<file path="config.mk">
export PLATFORM = sky130hd
export DESIGN_NAME = accel_axis_packetizer
export DESIGN_NICKNAME = d
export VERILOG_FILES = /design/src/rtl/accel_pkg.sv /design/src/rtl/accel_sync_fifo.sv /design/src/rtl/accel_axis_packetizer.sv
export SDC_FILE = /design/constraint.sdc
export NUM_CORES = 1
export LEC_CHECK = 0
export ABC_AREA = 1
export BUFFER_PORTS_ARGS = -buffer_cell sky130_fd_sc_hd__buf_2
export CAP_MARGIN = 20
export CORE_MARGIN = 2
export CORE_UTILIZATION = 35
export DETAILED_ROUTE_END_ITERATION = 6
export PLACE_DENSITY_LB_ADDON = 0.15
export SLEW_MARGIN = 20
export SYNTH_ARGS = -nofsm -noshare
export SYNTH_HDL_FRONTEND = slang
export SYNTH_SLANG_ARGS = --single-unit
</file>
<file path="constraint.sdc">
create_clock -name m00_axis_aclk -period 2.95 [get_ports m00_axis_aclk]
set_input_delay 0.4425 -clock m00_axis_aclk [delete_from_list [all_inputs] [get_ports m00_axis_aclk]]
set_output_delay 0.4425 -clock m00_axis_aclk [all_outputs]
set_load 0.01 [all_outputs]
</file>
<file path="src/rtl/accel_pkg.sv">
// Shared constants and types for the accelerator AXI4-Stream output stage.
package accel_pkg;

  localparam int unsigned AXIS_DATA_W = 32;
  localparam int unsigned AXIS_STRB_W = AXIS_DATA_W / 8;
  localparam int unsigned AXIS_ID_W   = 8;
  localparam int unsigned AXIS_DEST_W = 4;
  localparam int unsigned AXIS_USER_W = 8;
  localparam int unsigned SEQ_W       = 8;
  localparam int unsigned LEN_W       = 16;

  localparam logic [AXIS_STRB_W-1:0] TSTRB_ALL = '1;
  localparam logic [AXIS_STRB_W-1:0] TKEEP_ALL = '1;

  typedef enum logic [1:0] {
    StIdle,
    StLoad,
    StSend
  } state_e;

endpackage

</file>
<file path="src/rtl/accel_sync_fifo.sv">
// Synchronous FIFO with occupancy count; head word is visible on o_rd_data, no fall-through.
module accel_sync_fifo #(
  parameter int unsigned Depth = 8,
  parameter int unsigned Width = 32
) (
  input  logic                       i_clk,
  input  logic                       i_rst_n,
  input  logic                       i_wr_en,
  input  logic [Width-1:0]           i_wr_data,
  input  logic                       i_rd_en,
  output logic [Width-1:0]           o_rd_data,
  output logic [$clog2(Depth):0]     o_count,
  output logic                       o_empty
);

  localparam int unsigned AW = $clog2(Depth);
  localparam int unsigned CW = AW + 1;

  logic [Width-1:0] r_mem [Depth];
  logic [AW-1:0]    r_wr_ptr;
  logic [AW-1:0]    r_rd_ptr;
  logic [CW-1:0]    r_count;
  logic             w_full;
  logic             w_wr;
  logic             w_rd;

  assign w_full    = (r_count == CW'(Depth));
  assign o_empty   = (r_count == '0);
  assign o_count   = r_count;
  assign o_rd_data = r_mem[r_rd_ptr];
  assign w_wr      = i_wr_en && !w_full;
  assign w_rd      = i_rd_en && !o_empty;

  always_ff @(posedge i_clk) begin
    if (w_wr) begin
      r_mem[r_wr_ptr] <= i_wr_data;
    end
  end

  // Pointers wrap naturally because Depth is a power of two.
  always_ff @(posedge i_clk or negedge i_rst_n) begin
    if (!i_rst_n) begin
      r_wr_ptr <= '0;
      r_rd_ptr <= '0;
      r_count  <= '0;
    end else begin
      if (w_wr) r_wr_ptr <= r_wr_ptr + AW'(1);
      if (w_rd) r_rd_ptr <= r_rd_ptr + AW'(1);
      if (w_wr && !w_rd) begin
        r_count <= r_count + CW'(1);
      end else if (w_rd && !w_wr) begin
        r_count <= r_count - CW'(1);
      end
    end
  end

endmodule

</file>
<file path="src/rtl/accel_axis_packetizer.sv">
// Buffers accelerator result words and emits them as AXI4-Stream packets with TLAST/TID/TDEST/TUSER.
// Optional packet/word statistics counters: define ACCEL_AXIS_PKT_STATS_EN.
module accel_axis_packetizer
  import accel_pkg::*;
#(
  parameter int unsigned FIFO_DEPTH = 8,
  parameter int unsigned DATA_WIDTH = AXIS_DATA_W,
  parameter int unsigned ID_WIDTH   = AXIS_ID_W,
  parameter int unsigned DEST_WIDTH = AXIS_DEST_W,
  parameter int unsigned USER_WIDTH = AXIS_USER_W
) (
  input  logic                   m00_axis_aclk,
  input  logic                   m00_axis_aresetn,
  input  logic                   cfg_enable,
  input  logic [LEN_W-1:0]       cfg_pkt_len,
  input  logic [ID_WIDTH-1:0]    cfg_tid,
  input  logic [DEST_WIDTH-1:0]  cfg_tdest,
  input  logic                   res_valid,
  input  logic [DATA_WIDTH-1:0]  res_data,
  output logic                   res_ready,
  output logic                   m00_axis_tvalid,
  output logic [DATA_WIDTH-1:0]  m00_axis_tdata,
  output logic [AXIS_STRB_W-1:0] m00_axis_tstrb,
  output logic [AXIS_STRB_W-1:0] m00_axis_tkeep,
  output logic                   m00_axis_tlast,
  output logic [ID_WIDTH-1:0]    m00_axis_tid,
  output logic [DEST_WIDTH-1:0]  m00_axis_tdest,
  output logic [USER_WIDTH-1:0]  m00_axis_tuser,
  input  logic                   m00_axis_tready,
  output logic                   sts_busy,
  output logic                   sts_pkt_done
`ifdef ACCEL_AXIS_PKT_STATS_EN
  ,
  input  logic                   stats_clr,
  output logic [31:0]            sts_pkt_count,
  output logic [31:0]            sts_word_count
`endif
);

  localparam int unsigned CNT_W = $clog2(FIFO_DEPTH) + 1;

  state_e                 r_state;
  state_e                 w_state_next;
  logic                   r_ready_en;
  logic [LEN_W-1:0]       r_len;
  logic [LEN_W-1:0]       r_beat_cnt;
  logic [ID_WIDTH-1:0]    r_tid;
  logic [DEST_WIDTH-1:0]  r_tdest;
  logic [SEQ_W-1:0]       r_seq;
  logic                   r_tvalid;
  logic                   r_tlast;
  logic [DATA_WIDTH-1:0]  r_tdata;

  logic                   w_hs;
  logic                   w_pop;
  logic                   w_latch;
  logic                   w_seq_inc;
  logic                   w_fifo_wr;
  logic                   w_fifo_empty;
  logic [CNT_W-1:0]       w_fifo_count;
  logic [DATA_WIDTH-1:0]  w_fifo_rdata;

  // No full-bypass: a full FIFO stalls the core even when a pop happens this cycle.
  assign res_ready = r_ready_en && (w_fifo_count != CNT_W'(FIFO_DEPTH));
  assign w_fifo_wr = res_valid && res_ready;
  assign w_hs      = r_tvalid && m00_axis_tready;

  accel_sync_fifo #(
    .Depth (FIFO_DEPTH),
    .Width (DATA_WIDTH)
  ) u_fifo (
    .i_clk     (m00_axis_aclk),
    .i_rst_n   (m00_axis_aresetn),
    .i_wr_en   (w_fifo_wr),
    .i_wr_data (res_data),
    .i_rd_en   (w_pop),
    .o_rd_data (w_fifo_rdata),
    .o_count   (w_fifo_count),
    .o_empty   (w_fifo_empty)
  );

  always_comb begin
    w_state_next = r_state;
    w_pop        = 1'b0;
    w_latch      = 1'b0;
    w_seq_inc    = 1'b0;
    case (r_state)
      StIdle: begin
        if (cfg_enable && !w_fifo_empty) begin
          w_latch      = 1'b1;
          w_state_next = StLoad;
        end
      end
      StLoad: begin
        if (!w_fifo_empty) begin
          w_pop        = 1'b1;
          w_state_next = StSend;
        end
      end
      StSend: begin
        if (w_hs) begin
          if (r_tlast) begin
            w_seq_inc    = 1'b1;
            w_state_next = StIdle;
          end else if (!w_fifo_empty) begin
            w_pop = 1'b1;
          end else begin
            w_state_next = StLoad;
          end
        end
      end
      default: w_state_next = StIdle;
    endcase
  end

  always_ff @(posedge m00_axis_aclk or negedge m00_axis_aresetn) begin
    if (!m00_axis_aresetn) begin
      r_state    <= StIdle;
      r_ready_en <= 1'b0;
      r_len      <= '0;
      r_beat_cnt <= '0;
      r_tid      <= '0;
      r_tdest    <= '0;
      r_seq      <= '0;
      r_tvalid   <= 1'b0;
      r_tlast    <= 1'b0;
      r_tdata    <= '0;
    end else begin
      r_state    <= w_state_next;
      r_ready_en <= 1'b1;
      if (w_latch) begin
        r_len      <= (cfg_pkt_len == '0) ? LEN_W'(1) : cfg_pkt_len;
        r_tid      <= cfg_tid;
        r_tdest    <= cfg_tdest;
        r_beat_cnt <= '0;
      end
      // beat_cnt tops out at len-1 on the last beat, so 65535 never wraps early.
      if (w_pop) begin
        r_tdata    <= w_fifo_rdata;
        r_tlast    <= (r_beat_cnt == r_len - LEN_W'(1));
        r_beat_cnt <= r_beat_cnt + LEN_W'(1);
        r_tvalid   <= 1'b1;
      end else if (w_hs) begin
        r_tvalid <= 1'b0;
        r_tlast  <= 1'b0;
      end
      if (w_seq_inc) begin
        r_seq <= r_seq + SEQ_W'(1);
      end
    end
  end

  assign m00_axis_tvalid = r_tvalid;
  assign m00_axis_tdata  = r_tdata;
  assign m00_axis_tlast  = r_tlast;
  assign m00_axis_tid    = r_tid;
  assign m00_axis_tdest  = r_tdest;
  assign m00_axis_tuser  = USER_WIDTH'(r_seq);
  assign m00_axis_tstrb  = r_tvalid ? TSTRB_ALL : '0;
  assign m00_axis_tkeep  = r_tvalid ? TKEEP_ALL : '0;
  assign sts_busy        = (r_state != StIdle);
  assign sts_pkt_done    = w_hs && r_tlast;

`ifdef ACCEL_AXIS_PKT_STATS_EN
  logic [31:0] r_pkt_count;
  logic [31:0] r_word_count;

  always_ff @(posedge m00_axis_aclk or negedge m00_axis_aresetn) begin
    if (!m00_axis_aresetn) begin
      r_pkt_count  <= '0;
      r_word_count <= '0;
    end else if (stats_clr) begin
      r_pkt_count  <= '0;
      r_word_count <= '0;
    end else begin
      if (w_hs)         r_word_count <= r_word_count + 32'd1;
      if (sts_pkt_done) r_pkt_count  <= r_pkt_count + 32'd1;
    end
  end

  assign sts_pkt_count  = r_pkt_count;
  assign sts_word_count = r_word_count;
`endif

endmodule

</file>
# Yosys cells after proc, flatten, opt, wreduce, memory -nomap -nowiden
# Memories as Yosys holds them, arrays and structs flattened. A register that Yosys moved wholly into a read port is not among the register bits.
# Cells that the tools add are included.
# W data, S select, Z words.
[classes]
addsub = 7
n_eq_ne = 9
mux = 26
reduce_logical = 22
[op_table]
columns = ["cell", "n"]
rows = [
  ["$mux W16", 3],
  ["$add A16 B1 Y16 const B", 1],
  ["$eq A16 B16 Y1", 1],
  ["$logic_not A16 Y1", 1],
  ["$sub A16 B1 Y16 const B", 1],
  ["$mux W1", 13],
  ["$mux W4", 3],
  ["$mux W2", 5],
  ["$logic_and A1 B1 Y1", 9],
  ["$add A8 B1 Y8 const B", 1],
  ["$reduce_bool A2 Y1", 4],
  ["$add A3 B1 Y3 const B", 2],
  ["$ne A2 B2 Y1 const B", 3],
  ["$pmux W2 S3", 1],
  ["$logic_not A1 Y1", 5],
  ["$add A4 B1 Y4 const B", 1],
  ["$eq A4 B4 Y1 const B", 1],
  ["$logic_not A4 Y1", 1],
  ["$ne A4 B4 Y1 const B", 1],
  ["$reduce_and A4 Y1", 1],
  ["$sub A4 B1 Y4 const B", 1],
  ["$ne A3 B2 Y1 const B", 1],
  ["$eq A2 B1 Y1 const B", 1],
  ["$eq A2 B2 Y1 const B", 1],
  ["2 further kinds", 2],
]
[totals]
regBits = 67
ramBits = 256
out_inout_bits = 65
n_memories = 1
[mem_list]
columns = ["name", "depth", "width", "rd", "rd_clocked_by_memory_dff", "write_ports", "line_no", "text"]
rows = [
  ["u_fifo.r_mem", 8, 32, 1, 1, 1, "accel_sync_fifo.sv:19", "logic [Width-1:0] r_mem [Depth];"],
]

# Depth between registers and ports, before layout
[depth]
word_depth = 9
depth_mapped = 18

# Modules after synthesis
# A second synthesis with hierarchy kept.
[unflattened]
hier_cells = 1503
area_unflattened_um2 = 15325.9
[modules_own_cells]
columns = ["mod", "n_inst", "cells_each", "area_per_inst_um2"]
rows = [
  ["accel_sync_fifo", 1, 933, 10796.6],
  ["accel_axis_packetizer", 1, 570, 4529.3],
]

# Worst setup path before layout
# No wires, ideal clock.
[synth_timing]
kind = "register to register"
startpoint = "register u_fifo.r_count[0], in the netlist u_fifo.o_count[0]"
endpoint = "memory u_fifo.r_mem[0][0] (enable)"
setup_time_ns = 0.421
t_arrival_ns = 2.573
t_required_ns = 2.529
setup_slack_ns = -0.044
path_stages_with_launch = 6
n_path_buf = 0
cell_sequence = "dfrtp_1 -> nor2_1 -> a31oi_1 -> nand2_1 -> or2_2 -> nor2_1"
[synth_between]
elab_chain_len = 6
elab_cells_between_ends = 8
cone_classes = "eq/ne (2); mux (2); reduce/logical (4)"
[synth_lines]
columns = ["item", "line_no", "text"]
rows = [
  ["from (decl)", "accel_sync_fifo.sv:22", "logic [CW-1:0] r_count;"],
  ["from (signal assigned)", "accel_sync_fifo.sv:50", "r_count <= r_count + CW'(1);"],
  ["from (signal assigned)", "accel_sync_fifo.sv:52", "r_count <= r_count - CW'(1);"],
  ["$ne A4 B4 Y1", "accel_axis_packetizer.sv:64", "assign res_ready = r_ready_en && (w_fifo_count != CNT_W'(FIFO_DEPTH));"],
  ["$logic_and A1 B1 Y1", "accel_axis_packetizer.sv:64", ""],
  ["net res_ready", "accel_axis_packetizer.sv:20", "output logic res_ready,"],
  ["$logic_and A1 B1 Y1", "accel_axis_packetizer.sv:65", "assign w_fifo_wr = res_valid && res_ready;"],
  ["$logic_and A1 B1 Y1", "accel_sync_fifo.sv:31", "assign w_wr = i_wr_en && !w_full;"],
  ["$mux W1", "accel_sync_fifo.sv:35", "if (w_wr) begin"],
  ["$mux W1 (implied by the code)", "accel_sync_fifo.sv:36", "r_mem[r_wr_ptr] <= i_wr_data;"],
  ["to (decl)", "accel_sync_fifo.sv:19", ""],
]
# The timed path passes the listed nets, and every way through them passes these cells.

# Worst setup path after layout
[layout_timing]
startpoint = "register r_state[0]"
endpoint = "register u_fifo.r_count[3], in the netlist u_fifo.o_count[3]"
[layout_between]
elab_chain_len = 6
elab_cells_between_ends = 9
cone_classes = "eq/ne (2); mux (2); reduce/logical (5)"
[layout_lines]
columns = ["item", "line_no", "text"]
rows = [
  ["from (decl)", "accel_axis_packetizer.sv:42", "state_e r_state;"],
  ["from (signal assigned)", "accel_axis_packetizer.sv:118", "r_state <= StIdle;"],
  ["from (signal assigned)", "accel_axis_packetizer.sv:129", "r_state <= w_state_next;"],
  ["$eq A2 B2 Y1 or $eq A2 B1 Y1 (tied branches)", "accel_axis_packetizer.sv:87", "case (r_state)"],
  ["$pmux W1 S2 *", "accel_axis_packetizer.sv:87", ""],
  ["$logic_and A1 B1 Y1 *", "accel_sync_fifo.sv:32", "assign w_rd = i_rd_en && !o_empty;"],
  ["$logic_not A1 Y1", "accel_sync_fifo.sv:49", "if (w_wr && !w_rd) begin"],
  ["$logic_and A1 B1 Y1", "accel_sync_fifo.sv:49", ""],
  ["$mux W4 or $reduce_bool A2 Y1 (tied branches)", "n/a", ""],
]
# Mark *: on every way between the ends. The rest lies on a longest branch, timed or not.
# A chain may end at the register's enable or synchronous reset.

==> results_dict.tcl <==
set metrics [dict create \
    vdd_drop_max_mv 0.475 \
    pre_cts_ws_ns 0.414 \
    dieArea_um2 43800 \
    r2r_slack_ns 0.39 \
    initial_core_util_pct 35.3 \
    p_leak_nw 6.79 \
    routed_wl_um 35700 \
    die_h_um 209 \
    grt_pass1_vias 9755 \
    io_pins 130 \
    cts_tree "done" \
    hold_start "cfg_tid[3]" \
    wire_per_inst_um 18.1 \
    worstPathArrival_ns 3.01 \
    tightest_slew_ns 0.849 \
    synth_flop_cell "edfxtp_1" \
    r2r-start "r_state[0]" \
    yosys-top-cells-area "edfxtp_1 52%, dfrtp_1 17%, o21ai_0 5.7%" \
    finalHoldViolCount 0 \
    drc 0 \
    rr_worst_depth 16 \
    fin_crit_sh_pct 86.9 \
    skew_ns 0.00879 \
    dr.pass1.iters 7 \
    synth-seq-cells 355 \
    hold_class "in2reg" \
    slew_headroom_pct 43.3 \
    drv_slew 0 \
    path_clk_slew_ns 0.06 \
    whs_ns 0.0778 \
    start_kind "flop" \
    yosysWarnings 0 \
    grt_pass1_wl_um 56200 \
    root_buffer "clkbuf_16" \
    p_comb_share_pct 30.7 \
    final_cell_mix "256 x edfxtp_1, 220 x nand2_1, 179 x nor2_1" \
    cellPowerDensity_nw_per_um2 998 \
    ys_types 45 \
    hold_end "m00_axis_tid[3]" \
    syn_inst 1276 \
    worst-setup-path-type "reg2reg" \
    p_int_w 0.0113 \
    drive_above_1_share_pct 17.8 \
    setup_ws_ns 0.385 \
    p_switching_w 0.00614 \
    grt_use_total_pct 16.7 \
    area.growth.synth_to_final_pct 18.8 \
    vias 9731 \
    fin_area_um2 17500 \
    yosys.area.top_type "edfxtp_1" \
    rsz0062_at_grt "no" \
    clk_latency_ns 0.57 \
    htreeDepth 2 \
    setup_violations 0 \
    syn_nets 1354 \
    critical_path.max_fanout 4 \
    cts_made_buffers 40 \
    antenna_found_initial 3 \
    hpwl_um 21000 \
    die_x_um 209 \
    fin_nets 1484 \
    post-route-min-period_ns 2.56 \
    synth_area_um2 14700 \
    reg2reg_to "u_fifo.o_count[3]" \
    synth-edff-count 256 \
    via_per_inst 4.92 \
    fillers 3963 \
    status "completed" \
    ant_nets 0 \
    ys_seq_area_share_pct 69.0 \
    overflow 0 \
    worstPathRequired_ns 3.40 \
    grt_max_degree 67 \
    gp_congestion 0.810 \
    p_clk_share_pct 31.1 \
    synth_top_area_share_pct 52.2 \
    hold_path_depth 3 \
    cts_max_path_buffers 3 \
    dpl_cell_area_um2 16000 \
    cts.sinks 355 \
    drt_iter0_markers 658 \
    switching_share_pct 35.1 \
    maxCapViolations 0 \
    totalPowerFinal_w 0.0175 \
    fin_util_pct 41.9 \
    avgSynthCellArea_um2 11.5 \
    max_freq_mhz 390 \
    num_rows 75 \
    synthArstFlopShare_pct 27.9 \
    portBuffers 129 \
    pwr-share-seq_pct 38.2 \
    final_common_cell "edfxtp_1" \
    coreArea_um2 41800 \
    cp-end-kind "flop" \
]
[registers in the layout, summed over array words and instances, names as in the netlist]
signal,cells
u_fifo.r_mem,256
m00_axis_tdata,32
r_beat_cnt,16
r_len,16
m00_axis_tid,8
m00_axis_tuser,8
m00_axis_tdest,4
u_fifo.o_count,4
u_fifo.r_rd_ptr,3
u_fifo.r_wr_ptr,3
r_state,2
m00_axis_tlast,1
m00_axis_tvalid,1
r_ready_en,1
[how the worst max path moves through the flow]
stage | start | to | slack (ns) | cells after the start
5_1_grt | r_state[0] | u_fifo.o_count[3] | 0.12 | 16
3_3_place_gp | r_state[0] | u_fifo.o_count[3] | 0.43 | 16
3_5_place_dp | r_state[0] | u_fifo.o_count[3] | 0.41 | 16
4_1_cts | r_state[0] | u_fifo.o_count[3] | 0.39 | 16
2_1_floorplan | u_fifo.o_count[0] | u_fifo.r_mem[0][0] | -0.04 | 5
6_report | r_state[0] | u_fifo.o_count[3] | 0.39 | 16
[critical path: stages (launching register included)]
cell      delay, ns
dfrtp_1        0.41
inv_1          0.10
ha_1           0.18
inv_1          0.06
nor2_1         0.15
a21oi_2        0.10
nor2_4         0.10
clkinv_1       0.08
ha_1           0.22
inv_1          0.11
ha_1           0.23
a21o_1         0.18
a21oi_1        0.17
nor2_1         0.06
nor2_1         0.08
nand2_1        0.07
xor2_1         0.14
[stage by stage]
step           setup TNS, ns  instances
2_1_floorplan          -5.62       1276
3_3_place_gp               0       1902
3_5_place_dp               0       1902
4_1_cts                    0       1977
5_1_grt                    0       1977
6_report                   0       1978
[kinds of logic after synthesis]
logic type / share of synthesized area, %
AO/OA/AOI/OAI: 10.6
AND/OR/NAND/NOR: 13.4
buffers and inverters: 4.17
adder cells (fa/ha/maj): 1.15
flip-flops: 69.0
other: 0.0255
multiplexers: 0.153
XOR/XNOR: 1.55
[power groups by stage]
stage                     sequential (W)  combinational (W)  clock (W)
after global routing             0.00678            0.00613    0.00574
after global placement           0.00676            0.00546          0
after detailed placement         0.00677            0.00549          0
after CTS                        0.00668            0.00550    0.00558
final                            0.00667            0.00537    0.00543
after floorplan                  0.00677            0.00365          0
[routing by layer]
metal / vias up / GRT usage, % / routed length (um)
li1: 4741 / - / -
met3: 56 / 3.02 / 1400
met2: 187 / 26.9 / 16700
met4: 4 / 5.91 / 853
met5: - / 0 / 28
met1: 4743 / 22.7 / 16800
[cell type report]
class,count,area (um2),share of cell area (%)
multi-input combinational,789,4010,22.9
tap,539,674,3.85
clock buffer,54,1110,6.36
inverter,62,234,1.34
antenna,1,2.50,0.0143
clock inverter,20,327,1.87
timing repair buffer,158,968,5.53
sequential,355,10200,58.1
[cell usage after synthesis, types with 2 or more instances]
master	n
edfxtp_1	256
nand2_1	220
nor2_1	187
o21ai_0	169
dfrtp_1	99
inv_1	59
o221ai_1	45
nand3_1	40
clkbuf_1	31
xor2_1	21
o22ai_1	20
buf_2	19
o21ai_1	15
buf_4	13
ha_1	12
a21oi_1	7
buf_6	6
nor2_2	6
nand2_2	5
xnor2_1	5
nor2_4	4
nor4_1	4
a31oi_1	3
inv_2	3
nand4_1	3
mux2_2	2
nand3b_1	2
nor3_1	2
or2_2	2
[repair_timing]
item / 4_1_cts / 5_1_grt
setup buffers: 0 / 0
endpoints found under the hold margin: 32 / 0
resized for setup: 0 / 0
hold buffers: 1 / 0
No activity file was read; power rests on OpenSTA's default activity.
